**config.mk**
```make
export PLATFORM = sky130hd
export DESIGN_NAME = dp_ram_fifo_ctrl_flat
export DESIGN_NICKNAME = d
export VERILOG_FILES = /design/src/rtl/dp_ram_fifo_ctrl_if.sv /design/src/rtl/dp_ram_fifo_ctrl.sv /design/src/flat_wrapper.sv
export SDC_FILE = /design/constraint.sdc
export NUM_CORES = 1
export LEC_CHECK = 0
export CORE_ASPECT_RATIO = 0.8
export CORE_UTILIZATION = 35
export CTS_BUF_LIST = sky130_fd_sc_hd__clkbuf_2 sky130_fd_sc_hd__clkbuf_4 sky130_fd_sc_hd__clkbuf_8
export CTS_CLUSTER_DIAMETER = 50
export CTS_CLUSTER_SIZE = 8
export DETAILED_ROUTE_END_ITERATION = 10
export DONT_BUFFER_PORTS = 1
export PLACE_DENSITY_LB_ADDON = 0.05
export SLEW_MARGIN = 20
export SYNTH_ARGS = -nofsm -noshare
export SYNTH_HDL_FRONTEND = slang
export SYNTH_SLANG_ARGS = --single-unit
export TNS_END_PERCENT = 1
```
**constraint.sdc**
```tcl
create_clock -name clk_in -period 3.32 [get_ports clk_in]
set_input_delay 0.332 -clock clk_in [delete_from_list [all_inputs] [get_ports clk_in]]
set_output_delay 0.332 -clock clk_in [all_outputs]
set_load 0.01 [all_outputs]
```
**src/rtl/dp_ram_fifo_ctrl_if.sv**
```systemverilog
// Producer/consumer handshake and status bundle for the dual-port RAM FIFO controller.
// The master side is the producer/consumer; the slave side is the controller.
interface dp_ram_fifo_ctrl_if #(
    parameter int ADDR_WIDTH = 8,
    parameter int DATA_WIDTH = 32
);
    logic                  wr_valid_in;
    logic [DATA_WIDTH-1:0] wr_data_in;
    logic                  wr_ready_out;
    logic                  rd_req_in;
    logic [DATA_WIDTH-1:0] rd_data_out;
    logic                  rd_valid_out;
    logic                  full_out;
    logic                  empty_out;
    logic                  almost_full_out;
    logic [ADDR_WIDTH:0]   count_out;
    logic                  ovf_err_out;
    logic                  udf_err_out;

    modport master (
        output wr_valid_in, wr_data_in, rd_req_in,
        input  wr_ready_out, rd_data_out, rd_valid_out, full_out, empty_out,
               almost_full_out, count_out, ovf_err_out, udf_err_out
    );

    modport slave (
        input  wr_valid_in, wr_data_in, rd_req_in,
        output wr_ready_out, rd_data_out, rd_valid_out, full_out, empty_out,
               almost_full_out, count_out, ovf_err_out, udf_err_out
    );
endinterface

```
**src/rtl/dp_ram_fifo_ctrl.sv**
```systemverilog
// FIFO controller wrapping a dual-port RAM with one-cycle synchronous read.
// Owns the wrap-bit pointers and registers all status flags from the next-state pointers.
module dp_ram_fifo_ctrl #(
    parameter int          ADDR_WIDTH   = 8,
    parameter int          DATA_WIDTH   = 32,
    parameter int unsigned AFULL_THRESH = 2**ADDR_WIDTH - 4
) (
    input  logic                  clk_in,
    input  logic                  rst_in,
    dp_ram_fifo_ctrl_if.slave     fifo_if,
    output logic                  ram_wr_en_out,
    output logic [ADDR_WIDTH-1:0] ram_wr_addr_out,
    output logic [DATA_WIDTH-1:0] ram_wr_data_out,
    output logic                  ram_rd_en_out,
    output logic [ADDR_WIDTH-1:0] ram_rd_addr_out,
    input  logic [DATA_WIDTH-1:0] ram_data_in
);
    localparam int PW = ADDR_WIDTH + 1;
    localparam logic [ADDR_WIDTH:0] AFULL_CNT = PW'(AFULL_THRESH);

    logic [ADDR_WIDTH:0] wr_ptr, rd_ptr;
    logic [ADDR_WIDTH:0] wr_ptr_nxt, rd_ptr_nxt, count_nxt;
    logic [ADDR_WIDTH:0] count_q;
    logic                full_q, empty_q, afull_q;
    logic                full_nxt;
    logic                rd_valid_q;
    logic                ovf_q, udf_q;
    logic                push, pop;

    // Handshakes look only at registered flags, so full+push+pop rejects the
    // push and empty+push+pop rejects the pop (no bypass path).
    always_comb begin
        push       = fifo_if.wr_valid_in & ~full_q  & ~rst_in;
        pop        = fifo_if.rd_req_in   & ~empty_q & ~rst_in;
        wr_ptr_nxt = wr_ptr + PW'(push);
        rd_ptr_nxt = rd_ptr + PW'(pop);
        count_nxt  = wr_ptr_nxt - rd_ptr_nxt;
        full_nxt   = (wr_ptr_nxt[ADDR_WIDTH-1:0] == rd_ptr_nxt[ADDR_WIDTH-1:0]) &&
                     (wr_ptr_nxt[ADDR_WIDTH] != rd_ptr_nxt[ADDR_WIDTH]);
    end

    always_ff @(posedge clk_in) begin
        if (rst_in) begin
            wr_ptr     <= '0;
            rd_ptr     <= '0;
            count_q    <= '0;
            empty_q    <= 1'b1;
            full_q     <= 1'b0;
            afull_q    <= 1'b0;
            rd_valid_q <= 1'b0;
            ovf_q      <= 1'b0;
            udf_q      <= 1'b0;
        end else begin
            wr_ptr     <= wr_ptr_nxt;
            rd_ptr     <= rd_ptr_nxt;
            count_q    <= count_nxt;
            empty_q    <= (wr_ptr_nxt == rd_ptr_nxt);
            full_q     <= full_nxt;
            afull_q    <= (count_nxt >= AFULL_CNT);
            rd_valid_q <= pop;
            if (fifo_if.wr_valid_in && full_q) ovf_q <= 1'b1;
            if (fifo_if.rd_req_in && empty_q)  udf_q <= 1'b1;
        end
    end

    assign ram_wr_en_out   = push;
    assign ram_wr_addr_out = wr_ptr[ADDR_WIDTH-1:0];
    assign ram_wr_data_out = fifo_if.wr_data_in;
    assign ram_rd_en_out   = pop;
    assign ram_rd_addr_out = rd_ptr[ADDR_WIDTH-1:0];

    assign fifo_if.wr_ready_out    = ~full_q;
    assign fifo_if.rd_data_out     = ram_data_in;
    assign fifo_if.rd_valid_out    = rd_valid_q;
    assign fifo_if.full_out        = full_q;
    assign fifo_if.empty_out       = empty_q;
    assign fifo_if.almost_full_out = afull_q;
    assign fifo_if.count_out       = count_q;
    assign fifo_if.ovf_err_out     = ovf_q;
    assign fifo_if.udf_err_out     = udf_q;
endmodule

```
**src/flat_wrapper.sv**
```systemverilog
// flat-port wrapper written by rule: the top's interface ports become plain ports
module dp_ram_fifo_ctrl_flat 
#(
    parameter int          ADDR_WIDTH   = 8,
    parameter int          DATA_WIDTH   = 32,
    parameter int unsigned AFULL_THRESH = 2**ADDR_WIDTH - 4
)
  (clk_in, rst_in, ram_wr_en_out, ram_wr_addr_out, ram_wr_data_out, ram_rd_en_out, ram_rd_addr_out, ram_data_in, fifo_if_wr_valid_in, fifo_if_wr_data_in, fifo_if_rd_req_in, fifo_if_wr_ready_out, fifo_if_rd_data_out, fifo_if_rd_valid_out, fifo_if_full_out, fifo_if_empty_out, fifo_if_almost_full_out, fifo_if_count_out, fifo_if_ovf_err_out, fifo_if_udf_err_out);
  dp_ram_fifo_ctrl_if #(.ADDR_WIDTH(ADDR_WIDTH), .DATA_WIDTH(DATA_WIDTH)) fifo_if_i ();
  input  logic clk_in;
  input  logic rst_in;
  output logic ram_wr_en_out;
  output logic [ADDR_WIDTH-1:0] ram_wr_addr_out;
  output logic [DATA_WIDTH-1:0] ram_wr_data_out;
  output logic ram_rd_en_out;
  output logic [ADDR_WIDTH-1:0] ram_rd_addr_out;
  input  logic [DATA_WIDTH-1:0] ram_data_in;
  input wire logic [$bits(fifo_if_i.wr_valid_in)-1:0] fifo_if_wr_valid_in;
  input wire logic [$bits(fifo_if_i.wr_data_in)-1:0] fifo_if_wr_data_in;
  input wire logic [$bits(fifo_if_i.rd_req_in)-1:0] fifo_if_rd_req_in;
  output wire logic [$bits(fifo_if_i.wr_ready_out)-1:0] fifo_if_wr_ready_out;
  output wire logic [$bits(fifo_if_i.rd_data_out)-1:0] fifo_if_rd_data_out;
  output wire logic [$bits(fifo_if_i.rd_valid_out)-1:0] fifo_if_rd_valid_out;
  output wire logic [$bits(fifo_if_i.full_out)-1:0] fifo_if_full_out;
  output wire logic [$bits(fifo_if_i.empty_out)-1:0] fifo_if_empty_out;
  output wire logic [$bits(fifo_if_i.almost_full_out)-1:0] fifo_if_almost_full_out;
  output wire logic [$bits(fifo_if_i.count_out)-1:0] fifo_if_count_out;
  output wire logic [$bits(fifo_if_i.ovf_err_out)-1:0] fifo_if_ovf_err_out;
  output wire logic [$bits(fifo_if_i.udf_err_out)-1:0] fifo_if_udf_err_out;
  assign fifo_if_i.wr_valid_in = fifo_if_wr_valid_in;
  assign fifo_if_i.wr_data_in = fifo_if_wr_data_in;
  assign fifo_if_i.rd_req_in = fifo_if_rd_req_in;
  assign fifo_if_wr_ready_out = fifo_if_i.wr_ready_out;
  assign fifo_if_rd_data_out = fifo_if_i.rd_data_out;
  assign fifo_if_rd_valid_out = fifo_if_i.rd_valid_out;
  assign fifo_if_full_out = fifo_if_i.full_out;
  assign fifo_if_empty_out = fifo_if_i.empty_out;
  assign fifo_if_almost_full_out = fifo_if_i.almost_full_out;
  assign fifo_if_count_out = fifo_if_i.count_out;
  assign fifo_if_ovf_err_out = fifo_if_i.ovf_err_out;
  assign fifo_if_udf_err_out = fifo_if_i.udf_err_out;
  dp_ram_fifo_ctrl #(.ADDR_WIDTH(ADDR_WIDTH), .DATA_WIDTH(DATA_WIDTH), .AFULL_THRESH(AFULL_THRESH)) u_core (.clk_in(clk_in), .rst_in(rst_in), .fifo_if(fifo_if_i), .ram_wr_en_out(ram_wr_en_out), .ram_wr_addr_out(ram_wr_addr_out), .ram_wr_data_out(ram_wr_data_out), .ram_rd_en_out(ram_rd_en_out), .ram_rd_addr_out(ram_rd_addr_out), .ram_data_in(ram_data_in));
endmodule
```
== Word-level counts from Yosys, hierarchy flattened ==
Cells that the tools add are included.
Cells by class
  add/subtract/negate cells: 3
  order comparisons: 1
  equality and inequality tests: 3
  bitwise logic cells: 7
  reduce and logical (&&, ||, !) cells: 3
Operators by type and width (count)
  $add 9x1->9: 2
  $eq 9x9->1: 1
  $ge 9x8->1 const B: 1
  $sub 9x9->9: 1
  $eq 8x8->1: 1
  $and 1x1->1: 4
  $logic_and 1x1->1: 3
  $not 1->1: 3
  $ne 1x1->1: 1
Storage, ports and cells
  flip-flop bits (word level): 33
  output and inout port bits: 98

== Logic depth before layout (Yosys ltp) ==
  depth in word-level cells: 6
  depth in mapped cells: 16
  gate-level depth less buffers: 14

== Worst setup path after synthesis ==
Ideal clock, no wire load.
  path type: input to register
  start point: in rst_in
  end point: reg u_core.afull_q (netlist: u_core.fifo_if.almost_full_out)
  library setup time: 130 ps
  arrival: 3215 ps
  required time: 3190 ps
  slack: -25 ps
  stages: 12
  cell sequence: clkbuf_1 clkbuf_1 nor3b_1 ha_1 ha_1 fa_1 maj3_2 maj3_2 o21ai_2 a32o_2 xnor2_1 o22ai_1
Between the ends
  word-level cells in the longest chain between the ends: 5
RTL lines
  start: declaration: line flat_wrapper.sv:11  | input logic rst_in;
  $not 1->1: line dp_ram_fifo_ctrl.sv:34  | pop = fifo_if.rd_req_in & ~empty_q & ~rst_in;
  $and 1x1->1: line dp_ram_fifo_ctrl.sv:34
  via ram_rd_en_out: line flat_wrapper.sv:15  | output logic ram_rd_en_out;
  $add 9x1->9: line dp_ram_fifo_ctrl.sv:36  | rd_ptr_nxt = rd_ptr + PW'(pop);
  via u_core.rd_ptr_nxt[0]: line dp_ram_fifo_ctrl.sv:22  | logic [ADDR_WIDTH:0] wr_ptr_nxt, rd_ptr_nxt, count_nxt;
  $sub 9x9->9: line dp_ram_fifo_ctrl.sv:37  | count_nxt = wr_ptr_nxt - rd_ptr_nxt;
  $ge 9x8->1: line dp_ram_fifo_ctrl.sv:59  | afull_q <= (count_nxt >= AFULL_CNT);
  end signal: assignment: line dp_ram_fifo_ctrl.sv:59
  end: declaration: line dp_ram_fifo_ctrl.sv:24  | logic full_q, empty_q, afull_q;
The timed path passes the listed nets, and every way through them passes these cells.
A chain may end at the register's enable or synchronous reset.

== Final worst setup path ==
  start point: reg u_core.empty_q (netlist: u_core.fifo_if.empty_out)
  end point: reg u_core.afull_q (netlist: u_core.fifo_if.almost_full_out)
Between the ends
  word-level cells in the longest chain between the ends: 6
RTL lines
  start: declaration: line dp_ram_fifo_ctrl.sv:24
  start signal: assignment: line dp_ram_fifo_ctrl.sv:57  | empty_q <= (wr_ptr_nxt == rd_ptr_nxt);
  $not 1->1: line dp_ram_fifo_ctrl.sv:34
  $and 1x1->1 (2 in series): line dp_ram_fifo_ctrl.sv:34
  via ram_rd_en_out: line flat_wrapper.sv:15
  $add 9x1->9: line dp_ram_fifo_ctrl.sv:36
  $sub 9x9->9: line dp_ram_fifo_ctrl.sv:37
  $ge 9x8->1: line dp_ram_fifo_ctrl.sv:59
The timed path passes the listed nets, and every way through them passes these cells.

==> impl_metrics.py <==
metrics = {
    "route": {
        "drc": 0,
        "drt-total-wl_mm": 4.24,
        "vias_per_cell": 4.91,
        "drtAntennaViolNets": 0,
        "vias": 1292,
        "wl_per_cell_um": 16.1,
        "drt_first_pass_iters": 4,
        "drtIter0Drc": 45,
    },
    "synthesis": {
        "synth_warnings": 0,
        "yosysUniqueCellTypes": 39,
        "synth_seq_cells": 33,
        "synthArstFlopShare_pct": 0,
        "synth_fp_nets": 334,
        "ys_seq_area_share_pct": 29.0,
        "synthesis.area_mm2": 0.00228,
        "syn_area_per_cell_um2": 8.94,
        "synth_edf_count": 0,
        "synth-main-ff-cell": "dfxtp_1",
        "synthCells": 255,
    },
    "power": {
        "p_leak_uw": 0.000732,
        "combPwrFrac_pct": 8.3,
        "powerDensity_mw_per_mm2": 421,
        "p_seq_share_pct": 54.0,
        "p_int_uw": 589,
        "power_frac_clock_pct": 37.7,
        "power_switching_uw": 207,
        "vdd_ir_drop_max_uv": 130,
        "switching_share_pct": 26.0,
    },
    "worst_setup_path": {
        "crit_required_ps": 3490,
        "startpoint_type": "flop",
        "cp.arrival_ps": 3200,
        "worstSetupEndpointType": "flop",
        "crit_fanout": 4,
        "crit_type": "reg -> reg",
    },
    "job": {
        "drv_cap": 0,
    },
    "final_layout": {
        "diodes": 0,
        "final_layout_size_suffix_gt1_share_pct": 17.0,
        "fin_nets": 260,
        "syn_to_final_growth_pct": -17.1,
    },
    "timing": {
        "final-max-slew-violation-count": 0,
        "setup_viol": 0,
        "worst_pin_slew_ps": 555,
        "fin_skew_ps": 5.86,
        "min_period_ps": 3020,
        "hold_viol": 0,
        "grt_setup_unrepaired": "false",
        "max_freq_ghz": 0.331,
        "hold_slack_ps": 104,
        "min_period_over_period_pct": 91.1,
        "slew_headroom_pct": 62.8,
        "fin_ws_ps": 297,
        "fin_setup_tns_ps": 0,
    },
    "placed_design": {
        "gp_congestion": 0.744,
        "dpl.hpwl_mm": 3.22,
        "io_buffers": 0,
        "place_ws_ps": 233,
    },
    "clock_tree": {
        "cts_made_buffers": 5,
        "cts.sinks": 33,
        "clk-insertion-delay-late_ps": 290,
        "path_clk_slew_ps": 70,
        "cts_setup_buffers": 0,
        "tritoncts": "built",
        "htreeDepth": 2,
        "root_buffer": "clkbuf_8",
        "cts_buffer_depth": 2,
    },
    "floorplanning": {
        "start_util_pct": 37.4,
        "core_mm2": 0.00610,
        "die_h_um": 74.2,
        "core.rowCount": 25,
        "die_width_um": 92.2,
        "ios": 166,
        "dieArea_mm2": 0.00684,
    },
    "grt": {
        "grt_pass1_wl_mm": 6.63,
        "grt_antenna_before_repair": 0,
        "grt_max_degree": 36,
        "grt-ovfl-total": 0,
        "track_usage_pct": 13.1,
        "grt_pass1_vias": 1322,
    },
    "worst_hold_path": {
        "min_path_type": "in -> reg",
    },
    "run_status": {
        "status": "finished clean",
    },
}
timing repair:
item / in CTS / in global routing
hold buffers: 0 / 0
gates resized for setup: 0 / 1
endpoints found under the setup margin: 0 / 2
registers in the layout (all words and copies together) (netlist names):
name                            count
u_core.fifo_if.almost_full_out      1
u_core.fifo_if.count_out            9
u_core.fifo_if.empty_out            1
u_core.fifo_if.full_out             1
u_core.fifo_if.ovf_err_out          1
u_core.fifo_if.rd_valid_out         1
u_core.fifo_if.udf_err_out          1
u_core.rd_ptr                       9
u_core.wr_ptr                       9
worst max-delay path, stage by stage (launching register included):
cell and delay [ps]:
dfxtp_1 390, nor3b_4 320, ha_1 200, ha_1 180, nand2_1 90, nor2_1 200
xnor2_1 200, ha_1 350, o21a_1 130, nor2_1 150, a21oi_1 60, a32o_2 280
xnor2_1 240, o22ai_1 100
cell usage in the layout (no fill, tap or decap), drive strengths merged:
| cell | count |
|---|---|
| or2 | 1 |
| o221ai | 1 |
| nor3b | 3 |
| maj3 | 2 |
| dfxtp | 33 |
| buf | 3 |
| nor2b | 6 |
| and4bb | 1 |
| a31oi | 3 |
| nor2 | 32 |
| clkbuf | 5 |
| mux2i | 1 |
| o2111ai | 1 |
| nand2b | 1 |
| nand4b | 1 |
| clkinv | 2 |
| and3 | 4 |
| fa | 1 |
| xor2 | 12 |
| nor3 | 1 |
| nand3 | 8 |
| a32o | 1 |
| inv | 6 |
| o21ai | 4 |
| ha | 10 |
| o22ai | 2 |
| o211ai | 1 |
| a31o | 1 |
| nand2 | 9 |
| clkinvlp | 1 |
| xnor2 | 16 |
| o21a | 2 |
| a21oi | 6 |
| nand4 | 1 |
stage by stage:
stage | utilization [%] | instance area, um2 | power, uW | std cells
after CTS | 30.9 | 1880 | 814 | 263
final | 31.0 | 1890 | 796 | 263
after global placement | 29.5 | 1800 | 505 | 255
after global routing | 31.0 | 1890 | 843 | 263
after detailed placement | 29.5 | 1800 | 505 | 255
after floorplan | - | 2290 | 576 | 255
layer usage:
metal | vias to the layer above | global-route usage [%] | routed length [um]
li1 | 604 | - | -
met1 | 623 | 16.0 | 2050
met2 | 54 | 19.5 | 1780
met3 | 11 | 5.93 | 327
met4 | 0 | 6.94 | 87
met5 | - | 0 | 0
cells in the mapped netlist, types with 2 or more instances:
master / instances / area (um2)
and3_1: 3 / 18.8
nor3b_1: 3 / 22.5
buf_4: 80 / 601
xor2_1: 10 / 87.6
a31oi_1: 3 / 18.8
nand2_1: 9 / 33.8
xnor2_2: 3 / 48.8
o22ai_1: 2 / 12.5
nand3_1: 7 / 35.0
xnor2_4: 2 / 55.1
a21oi_1: 6 / 30.0
xnor2_1: 11 / 96.3
nor2_1: 31 / 116
inv_1: 6 / 22.5
dfxtp_1: 33 / 661
nor2b_1: 6 / 37.5
o21a_1: 2 / 15.0
maj3_2: 2 / 22.5
xor2_2: 2 / 32.5
o21ai_0: 3 / 15.0
ha_1: 10 / 125
clkbuf_1: 4 / 15.0
worst paths after layout:
| path | startpoint | endpoint | slack [ps] | cells after the start |
|---|---|---|---|---|
| min | rst_in | u_core.rd_ptr[3] | 100 | 1 |
| max reg2reg | u_core.fifo_if.empty_out | u_core.fifo_if.almost_full_out | 300 | 13 |
| max | u_core.fifo_if.empty_out | u_core.fifo_if.almost_full_out | 300 | 13 |
| min reg2reg | u_core.fifo_if.udf_err_out | u_core.fifo_if.udf_err_out | 550 | 2 |
kinds of logic (layout without fill, tap and decap cells):
kind of cell / count (synthesis) / count (layout) / share of synthesized area [%]
buf+inv: 90 / 17 / 28.0
xor+xnor: 28 / 28 / 14.1
fa+ha+maj: 13 / 13 / 7.35
flops: 33 / 33 / 29.0
mux: 1 / 1 / 0.439
simple gates: 68 / 68 / 14.8
compound gates: 22 / 22 / 6.37
power groups by stage:
stage | clock network [uW] | registers [uW] | logic [uW]
finish | 300 | 429 | 66.4
global route | 335 | 431 | 76.2
CTS | 318 | 429 | 67.0
detailed placement | 0 | 438 | 66.9
global placement | 0 | 438 | 66.8
floorplan | 0 | 434 | 143
final cells by class:
class	instances	area, um2
timing repair buffer	3	22.5
clock buffer	5	68.8
sequential	33	661
fill	684	4210
clock inverter	3	17.5
multi-input combinational	132	997
tap	81	101
inverter	6	22.5
(Power assumes the default switching activity.)
